===== config.mk =====
export PLATFORM = sky130hd
export DESIGN_NAME = fetch_stage
export DESIGN_NICKNAME = d
export VERILOG_FILES = /design/src/rtl/fetch_stage.sv
export SDC_FILE = /design/constraint.sdc
export NUM_CORES = 1
export LEC_CHECK = 0
export CORE_ASPECT_RATIO = 1.75
export CORE_MARGIN = 2
export CORE_UTILIZATION = 45
export DETAILED_ROUTE_END_ITERATION = 8
export GPL_TIMING_DRIVEN = 1
export PLACE_DENSITY_LB_ADDON = 0.25
export SYNTH_ARGS = -nofsm -noshare
export SYNTH_HDL_FRONTEND = slang
export SYNTH_SLANG_ARGS = --single-unit

===== constraint.sdc =====
create_clock -name Clk -period 3.3 [get_ports Clk]
set_input_delay 0.66 -clock Clk [delete_from_list [all_inputs] [get_ports Clk]]
set_output_delay 0.66 -clock Clk [all_outputs]
set_load 0.02 [all_outputs]

===== src/rtl/fetch_stage.sv =====
// Purpose     : MIPS instruction-fetch stage. Owns the PC, addresses the instruction ROM and
//               captures the returned word into the IF/ID pipeline register.
// Latency     : 1 cycle from Addr to IfId_Inst; redirect costs one bubble (zero with delay slot).
// Backpressure: Stall freezes the PC, IF/ID and FetchCount; a pending redirect waits until Stall drops.
//
// Optional feature macro: FETCH_DELAY_SLOT_EN
//    defined     -> MIPS branch delay slot: the word fetched on a redirect edge is kept as valid.
//    not defined -> that word is squashed (IfId_Valid = 0, not counted).
//
// Ports
//    Clk, Clrn          rising-edge clock, synchronous active-low reset
//    Stall              hold PC, IF/ID and FetchCount (hazard from decode)
//    BranchTaken, Jump  redirect requests for the instruction currently in IF/ID
//    Imm16, JIdx26      branch offset (words, signed) / jump index of the IF/ID instruction
//    Inst               instruction word returned combinationally by the ROM for Addr
//    Addr               current PC, presented to the ROM
//    IfId_Inst/Pc4/Valid  IF/ID pipeline register (Valid = 0 marks a bubble)
//    FetchCount         number of valid instructions loaded into IF/ID, wraps at 2^32
module fetch_stage #(
   parameter logic [31:0] RESET_PC = 32'h0000_0000
) (
   input  logic        Clk,
   input  logic        Clrn,
   input  logic        Stall,
   input  logic        BranchTaken,
   input  logic        Jump,
   input  logic [15:0] Imm16,
   input  logic [25:0] JIdx26,
   input  logic [31:0] Inst,
   output logic [31:0] Addr,
   output logic [31:0] IfId_Inst,
   output logic [31:0] IfId_Pc4,
   output logic        IfId_Valid,
   output logic [31:0] FetchCount
);

`ifdef FETCH_DELAY_SLOT_EN
   localparam logic KEEP_SLOT = 1'b1;
`else
   localparam logic KEEP_SLOT = 1'b0;
`endif

   logic [31:0] pc;
   logic [31:0] pc_plus4;
   logic [31:0] br_offset;
   logic [31:0] br_target;
   logic [31:0] j_target;
   logic [31:0] redir_target;
   logic [31:0] next_pc;
   logic        redir;
   logic        load_valid;

   assign Addr = pc;

   // Wraps naturally from 32'hFFFF_FFFC to 0.
   assign pc_plus4 = pc + 32'd4;

   // Requests against a bubble in IF/ID are meaningless and must be ignored.
   assign redir = (Jump | BranchTaken) & IfId_Valid;

   // Targets are relative to the instruction sitting in IF/ID, not to the current PC.
   assign br_offset    = {{14{Imm16[15]}}, Imm16, 2'b00};
   assign br_target    = IfId_Pc4 + br_offset;
   assign j_target     = {IfId_Pc4[31:28], JIdx26, 2'b00};
   assign redir_target = Jump ? j_target : br_target;

   assign next_pc = redir ? redir_target : pc_plus4;

   // The word fetched on a redirect edge is the sequential successor of the branch:
   // it is the delay slot when that feature is built in, otherwise wrong-path.
   assign load_valid = redir ? KEEP_SLOT : 1'b1;

   always_ff @(posedge Clk) begin
      if (!Clrn) begin
         pc         <= RESET_PC;
         IfId_Inst  <= 32'd0;
         IfId_Pc4   <= 32'd0;
         IfId_Valid <= 1'b0;
         FetchCount <= 32'd0;
      end else if (!Stall) begin
         pc         <= next_pc;
         IfId_Inst  <= Inst;
         IfId_Pc4   <= pc_plus4;
         IfId_Valid <= load_valid;
         if (load_valid) begin
            FetchCount <= FetchCount + 32'd1;
         end
      end
   end

endmodule


==> results.sh, run 1 <==
export IMPL_status="complete, no violations"
export IMPL_maxSlewViolCount=0
export IMPL_grt_util_all_layers_pct=27.3
export IMPL_via_per_inst=5.50
export IMPL_h_tree_depth=4
export IMPL_start_util_pct=45.9
export IMPL_fin_area_um2=11200
export IMPL_hold_path_class="reg2reg"
export IMPL_max_vdd_ir_drop_mv=0.352
export IMPL_hold_viol=0
export IMPL_finalClockSkew_ns=0.0106
export IMPL_finalSetupViolations=0
export IMPL_grtUsageMet3_pct=4.96
export IMPL_p_int_mw=3.09
export IMPL_wl_um=24900
export IMPL_antenna_found_initial=3
export IMPL_synth_cell_area_um2=7730
export IMPL_drc=0
export IMPL_crit_buf_inv=1
export IMPL_cts_root_buf="clkbuf_16"
export IMPL_yosysWarnings=0
export IMPL_synth_edf_count=0
export IMPL_grt_overflow=0
export IMPL_hpwl_um=18400
export IMPL_grt_pass1_wl_um=39100
export IMPL_max_cap_viol_count=0
export IMPL_dieArea_um2=18300
export IMPL_maxSlewHeadroom_pct=27.4
export IMPL_hold_buffers=0
export IMPL_grt_pass1_vias=7728
export IMPL_ys_ff_latch=129
export IMPL_crit_arrival_ns=3.50
export IMPL_drive_gt1_share_pct=11.8
export IMPL_cp_slowest_cell="clkdlybuf4s50_1"
export IMPL_cellPowerDensity_nw_per_um2=402
export IMPL_drtPass1Iterations=5
export IMPL_crit_path_max_fanout=3
export IMPL_worstPathCellList="clkdlybuf4s50_1 > ha_4 > a21o_1 > a221o_1 > a31o_1 > a221o_2 > a311oi_4 > o31ai_4 > a41oi_2 > xor2_1 > a21oi_1"
export IMPL_fmax_ghz=0.311
export IMPL_worstReg2RegStart="IfId_Pc4[2]"
export IMPL_dr_first_iter_drc_count=314
export IMPL_num_rows=63
export IMPL_min_period_over_period_pct=97.4
export IMPL_pre_cts_slack_ns=-0.687
export IMPL_vias=7906
export IMPL_cpPeakStageDelay_ns=0.50
export IMPL_startpoint_type="input pin"
export IMPL_yosysTopAreaCell="dfxtp_1"
export IMPL_seqPwrFrac_pct=37.7
export IMPL_p_leak_nw=4.58
export IMPL_gp_congestion=0.980
export IMPL_grt_use_met2_pct=48.3
export IMPL_ys_flop_type="dfxtp_1"
export IMPL_yosysSeqAreaShare_pct=33.4
export IMPL_nNetsFinal=1305
export IMPL_drt_wirelength_per_cell_um=17.3
export IMPL_synth_top_area_share_pct=33.4
export IMPL_rsz0062_at_grt="false"
export IMPL_cp_required_ns=3.59
export IMPL_die_w_um=103
export IMPL_cts_buffers=17
export IMPL_clkLatencyLatePin_ns=0.42
export IMPL_r2r_end="Addr[30]"
export IMPL_r2r_slack_ns=0.27
export IMPL_synthCells=935
export IMPL_syn_nets=1046
export IMPL_ios=208
export IMPL_grt_use_met1_pct=29.4
export IMPL_fin_ws_ns=0.0868
export IMPL_fin_crit_ns=3.21
export IMPL_yosysMostFrequentCell="dfxtp_1"
export IMPL_holdPathEnd="Addr[1]"
export IMPL_area_growth_synth_to_final_pct=44.2
export IMPL_portBuffers=207
export IMPL_comb_power_share_pct=20.2
export IMPL_synth_top_cells_by_count="129 x dfxtp_1, 100 x nand2_1, 67 x o21ai_0"
export IMPL_cts_sinks=129
export IMPL_end_kind="flop"
export IMPL_cp_top_family="compound AO/OA/AOI/OAI gates"
export IMPL_top_usage_layer="met2"
export IMPL_ant_nets=0
export IMPL_pwr_share_clk_pct=42.1
export IMPL_grt_max_degree=88
export IMPL_swShare_pct=31.2
export IMPL_crit_type="in2reg"
export IMPL_worstMarginPinSlew_ns=1.09
export IMPL_yosys_top_cells_area="dfxtp_1 33%, xnor2_1 5.9%, ha_1 5.0%"
export IMPL_hp_start="Addr[1]"
export IMPL_p_sw_mw=1.40
export IMPL_cts_buffer_depth=2
export IMPL_die_h_um=177
export IMPL_holdPathStages=2
export IMPL_cts_tree="built"
export IMPL_coreArea_um2=16900
export IMPL_ys_types=67
export IMPL_timing_hold_ws_ns=0.499
export IMPL_clkTransAtPathRegs_ns=0.07
export IMPL_synthArstFlopShare_pct=0
export IMPL_synth_avg_cell_area_um2=8.27
export IMPL_placed_cell_area_um2=10500
export IMPL_startpoint="Imm16[9]"
export IMPL_worst_r2r_path_depth=11
==> power by group through the flow <==
stage	logic, mW	registers, mW	clock network [mW]
after floorplan	0.405	1.78	0
after global placement	0.879	1.72	0
after detailed placement	0.885	1.72	0
after CTS	0.893	1.69	1.92
after global routing	0.976	1.70	1.98
final	0.904	1.69	1.89
==> cell type report <==
class | count | area (µm²)
inverters | 15 | 56.3
flip-flops and latches | 129 | 2580
well taps | 227 | 284
repair buffers | 291 | 2700
fillers | 1495 | 5720
multi-input cells | 740 | 4940
clock inverters | 15 | 160
diodes | 3 | 7.51
clock buffers | 17 | 425
==> routing by layer <==
layer	vias to the layer above	routed length (µm)
met5	-	0
met4	0	1440
met3	77	1240
met2	278	13100
met1	3701	9160
li1	3850	-
==> tightest hold or removal path, stage by stage, from the launching register on <==
cell,delay [ns]
dfxtp_1,0.33
nand2_1,0.06
a21boi_0,0.06
==> layout by cell type, fill, tap and decap left out, types with 4 or more instances in the layout <==
master and n:
a211oi_1 10, a21boi_0 12, a21o_1 14, a21oi_1 45, a31oi_1 6, a32oi_1 5
and2_1 42, and3_1 18, and4_1 4, buf_4 85, clkbuf_16 17, clkdlybuf4s50_1 202
dfxtp_1 129, ha_1 29, inv_1 15, inv_8 7, mux2i_1 38, nand2_1 100
nand3_1 30, nand3b_1 6, nand4_1 17, nor2_1 54, nor2b_1 39, nor3_1 15
nor4_1 4, o211a_1 17, o211ai_1 6, o21a_1 5, o21ai_0 63, o21ai_1 5
o221ai_1 5, o22ai_1 8, or2_2 4, or3_1 12, xnor2_1 52, xor2_1 31
==> kinds of logic (layout without fill, tap and decap cells) <==
logic type	after synthesis	after routing	share of synthesized area, %
and+or+nand+nor	358	358	23.8
AOI/OAI and AO/OA	229	229	19.8
DFF	129	129	33.4
xor gates and xnor gates	83	83	9.40
buffers and inverters	66	338	3.43
muxes	38	38	4.92
adders and majority gates	32	32	5.27
other	0	3	0
==> worst max-delay path by stage <==
stage / endpoint / slack [ns] / cells past startpoint
global placement: Addr[30] / -0.61 / 12
floorplan: Addr[30] / 0.03 / 11
CTS: Addr[29] / 0.02 / 12
global route: Addr[29] / 0.005 / 11
finish: Addr[30] / 0.09 / 11
detailed placement: Addr[30] / -0.69 / 12
==> stage by stage <==
step / cells / total power, mW / TNS (ns) / util, %
after floorplan: 935 / 2.19 / 0 / -
after global placement: 1400 / 2.60 / -5.35 / 62.2
after detailed placement: 1400 / 2.61 / -6.35 / 62.2
after CTS: 1432 / 4.50 / 0 / 65.7
after global routing: 1437 / 4.66 / 0 / 66.1
final: 1437 / 4.48 / 0 / 66.1
==> repair_timing <==
item / CTS / global route
gates resized for setup: 3 / 11
buffers inserted: 0 / 2
pin swaps: 4 / 10
cloned: 0 / 0
endpoints found under the setup margin: 5 / 10
==> flip-flops by register name, indices dropped and copies added (netlist names) <==
name and flops:
Addr 32, IfId_Valid 1, IfId_Pc4 32, FetchCount 32
IfId_Inst 32
No activity file was read; power rests on OpenSTA's default activity.
==> run 2, diff against run 1 <==
Settings changed: CTS_BUF_LIST from default to sky130_fd_sc_hd__clkbuf_16.
==> results of run 2 <==
Same layout as run 1: the final DEF is identical, and so are final timing and power.
